===== src/rtl/tape_pkg.sv =====
// Shared G-15 tape definitions: punch state encoding, frame layout and
// default mechanical timing used by both the punch and the reader.
package tape_pkg;

  typedef enum logic [1:0] {
    PS_IDLE     = 2'd0,
    PS_ENERGIZE = 2'd1,
    PS_DELIVER  = 2'd2,
    PS_RECOVER  = 2'd3
  } punch_state_t;

  localparam int PUNCH_FRAME_W = 6;
  localparam int FEED_FLAG_BIT = 5;
  localparam int PUNCH_CODE_W  = 5;
  localparam int PUNCH_CNT_W   = 8;

  localparam int unsigned T_ENERGIZE_MS_DEF = 40;
  localparam int unsigned T_RECOVER_MS_DEF  = 60;

  // Interval length in ticks; zero still costs one tick, large values saturate.
  function automatic logic [PUNCH_CNT_W-1:0] ms_to_count(input int unsigned ms);
    logic [PUNCH_CNT_W-1:0] cnt;
    if (ms == 32'd0) begin
      cnt = 8'd1;
    end else if (ms > 32'd255) begin
      cnt = 8'd255;
    end else begin
      cnt = ms[PUNCH_CNT_W-1:0];
    end
    return cnt;
  endfunction

  function automatic logic [PUNCH_FRAME_W-1:0] make_frame(
    input logic                    feed,
    input logic [PUNCH_CODE_W-1:0] code
  );
    logic [PUNCH_FRAME_W-1:0] frame;
    frame                = '0;
    frame[PUNCH_CODE_W-1:0] = code;
    frame[FEED_FLAG_BIT] = feed;
    return frame;
  endfunction

endpackage


===== src/rtl/tape_punch.sv =====
// G-15 paper-tape punch: paces each 5-bit frame through energize/recover
// intervals on the 1 ms tick and hands punched frames to a host sink.
module tape_punch
  import tape_pkg::*;
#(
  parameter int unsigned T_ENERGIZE_MS = T_ENERGIZE_MS_DEF,
  parameter int unsigned T_RECOVER_MS  = T_RECOVER_MS_DEF
) (
  input  logic                     clk,
  input  logic                     rst,
  input  logic                     tick_ms,
  input  logic                     PUNCH_CMD,
  input  logic [PUNCH_CODE_W-1:0]  PUNCH_CODE,
  input  logic                     SW_TAPE_FEED,
  output logic                     PUNCH_BUSY,
  output logic                     PUNCH_OVERRUN,
  output logic                     frame_valid,
  output logic [PUNCH_FRAME_W-1:0] frame_data,
  input  logic                     frame_ready
);

  localparam logic [PUNCH_CNT_W-1:0] C_ENERGIZE_CNT = ms_to_count(T_ENERGIZE_MS);
  localparam logic [PUNCH_CNT_W-1:0] C_RECOVER_CNT  = ms_to_count(T_RECOVER_MS);

  punch_state_t             r_state;
  logic [PUNCH_CNT_W-1:0]   r_cnt;
  logic                     r_cmd_d;
  logic [PUNCH_FRAME_W-1:0] r_latch;
  logic                     r_busy;
  logic                     r_overrun;
  logic                     r_valid;
  logic [PUNCH_FRAME_W-1:0] r_data;

  punch_state_t             w_state_nxt;
  logic [PUNCH_CNT_W-1:0]   w_cnt_nxt;
  logic [PUNCH_FRAME_W-1:0] w_latch_nxt;
  logic                     w_overrun_nxt;
  logic                     w_cmd_rise;
  logic                     w_tick_last;
  logic                     w_handshake;

  assign w_cmd_rise  = PUNCH_CMD & ~r_cmd_d;
  assign w_tick_last = tick_ms & (r_cnt <= 8'd1);
  assign w_handshake = r_valid & frame_ready;

  // Next-state, interval counter and frame latch; edges while busy are dropped.
  always_comb begin
    w_state_nxt   = r_state;
    w_cnt_nxt     = r_cnt;
    w_latch_nxt   = r_latch;
    w_overrun_nxt = r_overrun | (w_cmd_rise & (r_state != PS_IDLE));

    case (r_state)
      PS_IDLE: begin
        if (w_cmd_rise) begin
          w_latch_nxt = make_frame(1'b0, PUNCH_CODE);
          w_cnt_nxt   = C_ENERGIZE_CNT;
          w_state_nxt = PS_ENERGIZE;
        end else if (SW_TAPE_FEED) begin
          w_latch_nxt = make_frame(1'b1, 5'd0);
          w_cnt_nxt   = C_ENERGIZE_CNT;
          w_state_nxt = PS_ENERGIZE;
        end else begin
          w_state_nxt = PS_IDLE;
        end
      end

      PS_ENERGIZE: begin
        if (w_tick_last) begin
          w_cnt_nxt   = 8'd0;
          w_state_nxt = PS_DELIVER;
        end else if (tick_ms) begin
          w_cnt_nxt = r_cnt - 8'd1;
        end else begin
          w_cnt_nxt = r_cnt;
        end
      end

      PS_DELIVER: begin
        if (w_handshake) begin
          w_cnt_nxt   = C_RECOVER_CNT;
          w_state_nxt = PS_RECOVER;
        end else begin
          w_state_nxt = PS_DELIVER;
        end
      end

      PS_RECOVER: begin
        // Returning through IDLE lets a held feed switch start the next frame.
        if (w_tick_last) begin
          w_cnt_nxt   = 8'd0;
          w_state_nxt = PS_IDLE;
        end else if (tick_ms) begin
          w_cnt_nxt = r_cnt - 8'd1;
        end else begin
          w_cnt_nxt = r_cnt;
        end
      end

      default: begin
        w_cnt_nxt   = 8'd0;
        w_state_nxt = PS_IDLE;
      end
    endcase
  end

  // State, counter and registered outputs; reset drops any frame in flight.
  always_ff @(posedge clk) begin
    if (rst) begin
      r_state   <= PS_IDLE;
      r_cnt     <= 8'd0;
      r_cmd_d   <= 1'b0;
      r_latch   <= '0;
      r_busy    <= 1'b0;
      r_overrun <= 1'b0;
      r_valid   <= 1'b0;
      r_data    <= '0;
    end else begin
      r_state   <= w_state_nxt;
      r_cnt     <= w_cnt_nxt;
      r_cmd_d   <= PUNCH_CMD;
      r_latch   <= w_latch_nxt;
      r_busy    <= (w_state_nxt != PS_IDLE);
      r_overrun <= w_overrun_nxt;
      r_valid   <= (w_state_nxt == PS_DELIVER);
      r_data    <= (w_state_nxt == PS_DELIVER) ? w_latch_nxt : '0;
    end
  end

  assign PUNCH_BUSY    = r_busy;
  assign PUNCH_OVERRUN = r_overrun;
  assign frame_valid   = r_valid;
  assign frame_data    = r_data;

endmodule


===== config.mk =====
export PLATFORM = sky130hd
export DESIGN_NAME = tape_punch
export DESIGN_NICKNAME = d
export VERILOG_FILES = /design/src/rtl/tape_pkg.sv /design/src/rtl/tape_punch.sv
export SDC_FILE = /design/constraint.sdc
export NUM_CORES = 1
export LEC_CHECK = 0
export CORE_MARGIN = 2
export CORE_UTILIZATION = 40
export DETAILED_ROUTE_END_ITERATION = 6
export GPL_ROUTABILITY_DRIVEN = 0
export PLACE_DENSITY = 0.66
export SETUP_SLACK_MARGIN = 0.5
export SLEW_MARGIN = 30
export SYNTH_ARGS = -nofsm -noshare
export SYNTH_HDL_FRONTEND = slang
export SYNTH_SLANG_ARGS = --single-unit

===== constraint.sdc =====
create_clock -name clk -period 1.55 [get_ports clk]
set_input_delay 0.155 -clock clk [delete_from_list [all_inputs] [get_ports clk]]
set_output_delay 0.155 -clock clk [all_outputs]
set_load 0.05 [all_outputs]

---- Word-level counts from Yosys, hierarchy flattened ----
Index checks and enable logic that the tools add are counted.
word-level totals
  register bits after elaboration ......... 26
  input bits .............................. 11
  output and inout port bits .............. 9
  word-level logic and storage cells ...... 45
operators by class
  add/sub/neg operators ................... 1
  order comparisons ....................... 1
  equal/unequal tests ..................... 7
  multiplexer cells ....................... 15
  bitwise operators ....................... 7
  reduce and logical (&&, ||, !) cells .... 6
operators with widths
  kind                                                                    number
  8-bit 2-to-1 mux                                                        5
  8-bit one-hot mux with 3 select lines                                   1
  6-bit 2-to-1 mux                                                        3
  8-bit by 1-bit <= comparator with 1-bit output (second input constant)  1
  2-bit one-hot mux with 4 select lines                                   1
  8-bit by 1-bit subtractor with 8-bit output (second input constant)     1
  2-bit == test (second input constant)                                   3
  1-bit AND                                                               4
  2-bit 2-to-1 mux                                                        2
  2-bit nonzero test                                                      2
  2-bit OR reduction                                                      2
  1-bit 2-to-1 mux                                                        3
  3-bit by 1-bit != test with 1-bit output (second input constant)        1
  3-bit != test (second input constant)                                   1
  3-bit AND reduction                                                     1
  2-bit by 1-bit == test with 1-bit output (second input constant)        1
  2-bit logical NOT                                                       1
  2-bit != test (second input constant)                                   1
  1-bit inverter                                                          2
  1-bit OR                                                                1

---- Logic depth before layout (Yosys ltp) ----
  depth in word-level cells ............... 7
  depth in mapped cells ................... 6
  depth with buffers taken out ............ 6

---- Worst setup path before layout ----
No wires, ideal clock.
  kind .................................... reg-to-reg
  start ................................... register r_cnt[0]
  end ..................................... register r_cnt[1]
  library setup time ...................... 0.071 ns
  arrival ................................. 1.621 ns
  required time ........................... 1.479 ns
  setup slack ............................. -0.141 ns
  cell stages (with the launch flop) ...... 7
  buffers on the path ..................... 0
  period minus slack after synthesis ...... 1.691 ns
  path through ............................ dfxtp_1 inv_1 ha_1 or2_4 and3_4 or4_1 a21oi_1
between the ends
  word-level cells in the longest chain between the ends .. 4
ends and longest elaborated chain
  element                                                                                                        RTL line                                              source
  from (decl)                                                                                                    tape_punch.sv:26                                      logic [PUNCH_CNT_W-1:0] r_cnt;
  from (signal assigned)                                                                                         tape_punch.sv:120                                     r_cnt <= w_cnt_nxt;
  8-bit by 1-bit subtractor with 8-bit output or 8-bit by 1-bit <= comparator with 1-bit output (tied branches)  tape_punch.sv:73, tape_punch.sv:94, tape_punch.sv:43
  8-bit 2-to-1 mux or 1-bit AND (tied branches)                                                                  tape_punch.sv:72, tape_punch.sv:93, tape_punch.sv:43
  8-bit 2-to-1 mux or 3-bit by 1-bit != test with 1-bit output (tied branches)                                   n/a
  8-bit one-hot mux with 3 select lines or 3-bit AND reduction (tied branches)                                   n/a
Several ways; a longest one is shown, not always the timed one. The select of a mux whose other input is x is not followed.
A chain may end at the register's enable or synchronous reset.

---- Final worst setup path ----
  start ................................... register r_cnt[1]
  end ..................................... register r_cnt[1]
Same word-level chain as after synthesis.

==> impl_metrics.py <==
metrics = {
    "finish": {
        "fin_area_um2": 1900,
        "layout.cells.non_filler": 207,
        "fillCellCount": 224,
        "total_area_of_multi_input_combinational_cells_um2": 815,
        "post-route-util_pct": 68.9,
        "layout-drive-gt1-share_pct": 51.7,
        "layout.nets": 190,
        "antenna_cells_inserted": 0,
        "area.sequential_um2": 539,
        "layout-area-overhead-vs-synth_pct": 63.6,
    },
    "run_status": {
        "result_of_the_run": "complete, but fails checks",
        "violations": "negative setup slack",
    },
    "sta": {
        "max_freq_mhz": 631,
        "worst-slew-pin-transition_ns": 0.394,
        "final_max_slew_viol_count": 0,
        "grt_setup_unrepaired": "true",
        "final_hold_viol_count": 0,
        "finalCritPeriodShare_pct": 102,
        "final_critical_path_setup_slack_ns": -0.0357,
        "clock_skew_ns": 0.0144,
        "period_needed_ns": 1.59,
        "report.final.setup_viol": 2,
        "headroom_to_the_max_slew_limit_pct": 73.4,
    },
    "yosys": {
        "async_reset_ff_share_pct": 0,
        "syn-cell-area_um2": 1160,
        "synth.yosys.seq_area_share_pct": 44.8,
        "synth.lib_cells_used.distinct": 42,
        "synth_simple_gate_area_share_pct": 27.4,
        "synth_flop_cell": "sky130_fd_sc_hd__dfxtp_1",
        "synth_adder_area_share_pct": 2.16,
        "synth-edff-count": 0,
        "synth-warning-count": 0,
        "yosys_register_bits": 26,
        "synth_nets": 140,
        "share_of_synthesized_area_spent_on_multiplexers_pct": 0,
        "syn-mean-instance-area_um2": 9.14,
        "synth-compound-area-share_pct": 20.4,
        "dominant_combinational_cell_family_by_area_after_synthesis": "simple AND/OR/NAND/NOR gates",
        "synth_cells": 127,
        "synth-xor-area-share_pct": 0.754,
    },
    "critical_path": {
        "worstPathBufferInverterCount": 1,
        "required_worst_endpoint_ns": 1.84,
        "critical-path-max-stage-delay_ns": 0.40,
        "worstSetupPathType": "register to register",
        "timing.critical_path.to_type": "register",
        "worst_setup_path_start_kind": "register",
        "worst_ep_arrival_time_ns": 1.88,
        "crit_path_max_fanout": 3,
        "critical_path.cell_chain": "inv_4 -> ha_4 -> or2_4 -> and3_4 -> or4_1 -> a21oi_1",
        "critical-path-top-delay-family": "simple AND/OR/NAND/NOR gates",
        "critical-path-slowest-cell": "sky130_fd_sc_hd__or4_1",
    },
    "clock_tree": {
        "clk-insertion-delay-late_ns": 0.34,
        "cts.reportedPaths.clkPinSlew_ns": 0.16,
        "cts_made_buffers": 3,
        "cts_hold_buffers": 0,
        "cts_tree": "done",
        "htree_num_levels": 1,
        "clock_tree.buffer_depth": 2,
        "clk_root_buffer_cell": "sky130_fd_sc_hd__clkbuf_4",
        "clock-sinks": 26,
    },
    "placed_design": {
        "dpl.hpwl_mm": 2.21,
        "port_buffers": 19,
        "post_dp_cell_area_um2": 1600,
        "placedCellCount": 194,
    },
    "grt": {
        "grt_met1_use_pct": 26.6,
        "grt_util_met2_pct": 33.0,
        "grt.met3_usage_pct": 3.57,
        "wire_length_of_the_first_global_routing_pass_mm": 5.26,
        "grt_antenna_before_repair": 0,
        "global_route.usage.total_pct": 20.4,
        "gr-max-usage-layer": "met2",
        "grt_remaining_overflow": 0,
        "grt_start_max_net_pins": 16,
        "first_global_vias": 1154,
    },
    "drt": {
        "detail_route.iter0.violations": 48,
        "drt_pass1_iterations": 4,
        "drt_wl_cell_um": 15.6,
        "num_vias": 1179,
        "vias_per_cell": 5.70,
        "finalWirelength_mm": 3.23,
        "drc": 0,
        "antenna_violating_nets_post_route": 0,
    },
    "floorplan": {
        "width_of_the_die_um": 57.9,
        "initial_utilization_pct": 42.1,
        "floorplan.core_area_um2": 2760,
        "design.die.area_um2": 3350,
        "rows": 19,
        "die_h_um": 57.9,
        "number_of_top_level_design_ports": 20,
    },
    "power": {
        "power_density_nw_per_um2": 1210,
        "worst_ir_drop_vdd_v": 0.000823,
        "static-leakage-power_nw": 0.745,
    },
    "worst_hold_path": {
        "min_path_type": "primary input to register",
    },
    "flow_run": {
        "drv_cap": 0,
    },
}
==> worst register-to-register path: stages (launching register included) <==
cell and delay, ns:
sky130_fd_sc_hd__dfxtp_2 0.38, sky130_fd_sc_hd__inv_4 0.05, sky130_fd_sc_hd__ha_4 0.15, sky130_fd_sc_hd__or2_4 0.24
sky130_fd_sc_hd__and3_4 0.18, sky130_fd_sc_hd__or4_1 0.40, sky130_fd_sc_hd__a21oi_1 0.13
==> layout make-up <==
type / count / share of cell area (%)
Clock buffer: 3 / 1.19
Clock inverter: 1 / 1.58
Inverter: 5 / 1.25
Multi-Input combinational cell: 91 / 42.9
Sequential cell: 26 / 28.4
Tap cell: 31 / 2.04
Timing Repair Buffer: 50 / 22.7
==> timing repair <==
action                                  in CTS  in global routing
resized for setup                           27                 16
endpoints found under the setup margin      26                 26
buffers inserted                             6                  2
pin swaps                                   19                 12
hold endpoints to repair                     0                  0
gates cloned                                 1                  0
==> layer usage <==
layer	share of wire (%)	routed length, um	up-vias
li1	-	-	570
met2	48	1560	32
met3	4.3	140	6
met5	0	0	-
met4	1.9	60	0
met1	45	1460	571
==> worst paths after layout <==
check | start | endpoint | slack [ns] | depth (start not counted)
worst min-delay path | PUNCH_CODE[3] | r_latch[3]$_SDFF_PP0_ | 0.47 | 3
worst max-delay path | r_cnt[1]$_SDFFE_PP0P_ | r_cnt[1]$_SDFFE_PP0P_ | -0.04 | 6
worst max register to register | r_cnt[1]$_SDFFE_PP0P_ | r_cnt[1]$_SDFFE_PP0P_ | -0.04 | 6
worst min register to register | r_latch[2]$_SDFF_PP0_ | r_latch[2]$_SDFF_PP0_ | 0.50 | 2
==> cells by family after synthesis <==
family | count (synthesis)
compound gates | 34
xor+xnor | 1
fa+ha+maj | 2
buf+inv | 11
flops | 26
simple gates | 53
==> synthesized netlist by cell type, types with 3 or more instances <==
library cell               number  area share (%)
sky130_fd_sc_hd__nand2_1        4             1.3
sky130_fd_sc_hd__o311ai_0       3             2.3
sky130_fd_sc_hd__nand2b_1       4             2.2
sky130_fd_sc_hd__dfxtp_1       26              45
sky130_fd_sc_hd__nor2_1        21             6.8
sky130_fd_sc_hd__nor3_1         4             1.7
sky130_fd_sc_hd__inv_1          5             1.6
sky130_fd_sc_hd__o21ai_0        4             1.7
sky130_fd_sc_hd__nand4_1        4             2.2
sky130_fd_sc_hd__a22oi_1        5             3.2
sky130_fd_sc_hd__a21oi_1        8             3.4
sky130_fd_sc_hd__buf_2          3             1.3
==> metrics by stage <==
step / setup TNS, ns / power (mW) / hold WS [ns] / setup slack (ns)
2_1_floorplan: 0 / 1.31 / 0.283 / 0.00137
6_report: -0.0411 / 2.29 / 0.466 / -0.0357
3_3_place_gp: -0.575 / 1.56 / 0.463 / -0.0877
5_1_grt: -0.765 / 2.39 / 0.475 / -0.131
4_1_cts: -0.0573 / 2.17 / 0.469 / -0.0294
3_5_place_dp: -0.958 / 1.56 / 0.480 / -0.121
==> cells in the final DEF, fill, tap and decap left out, types with 3 or more instances in the layout <==
| master | netlist | layout |
|---|---|---|
| sky130_fd_sc_hd__buf_4 | 0 | 32 |
| sky130_fd_sc_hd__nor2_1 | 21 | 18 |
| sky130_fd_sc_hd__dfxtp_1 | 26 | 17 |
| sky130_fd_sc_hd__clkdlybuf4s50_1 | 0 | 10 |
| sky130_fd_sc_hd__buf_6 | 1 | 8 |
| sky130_fd_sc_hd__dfxtp_2 | 0 | 6 |
| sky130_fd_sc_hd__a22oi_2 | 0 | 5 |
| sky130_fd_sc_hd__nand4_1 | 4 | 4 |
| sky130_fd_sc_hd__a21oi_1 | 8 | 4 |
| sky130_fd_sc_hd__nand2b_1 | 4 | 3 |
| sky130_fd_sc_hd__nor3_4 | 0 | 3 |
| sky130_fd_sc_hd__nand2_1 | 4 | 3 |
| sky130_fd_sc_hd__a21oi_2 | 0 | 3 |
| sky130_fd_sc_hd__clkbuf_4 | 0 | 3 |
| sky130_fd_sc_hd__dfxtp_4 | 0 | 3 |
==> report_power, final <==
part,internal [mW],total (mW),switching (mW),leakage [nW]
clock network,0.262,0.484,0.222,0.0279
registers,0.746,0.847,0.101,0.217
logic,0.487,0.959,0.471,0.500
==> state kept, by name, indices dropped and copies added, names as in the netlist <==
register,flops
PUNCH_BUSY,1
PUNCH_OVERRUN,1
frame_data,6
frame_valid,1
r_cmd_d,1
r_cnt,8
r_latch,6
r_state,2
Power figures use the tool's default switching activity.
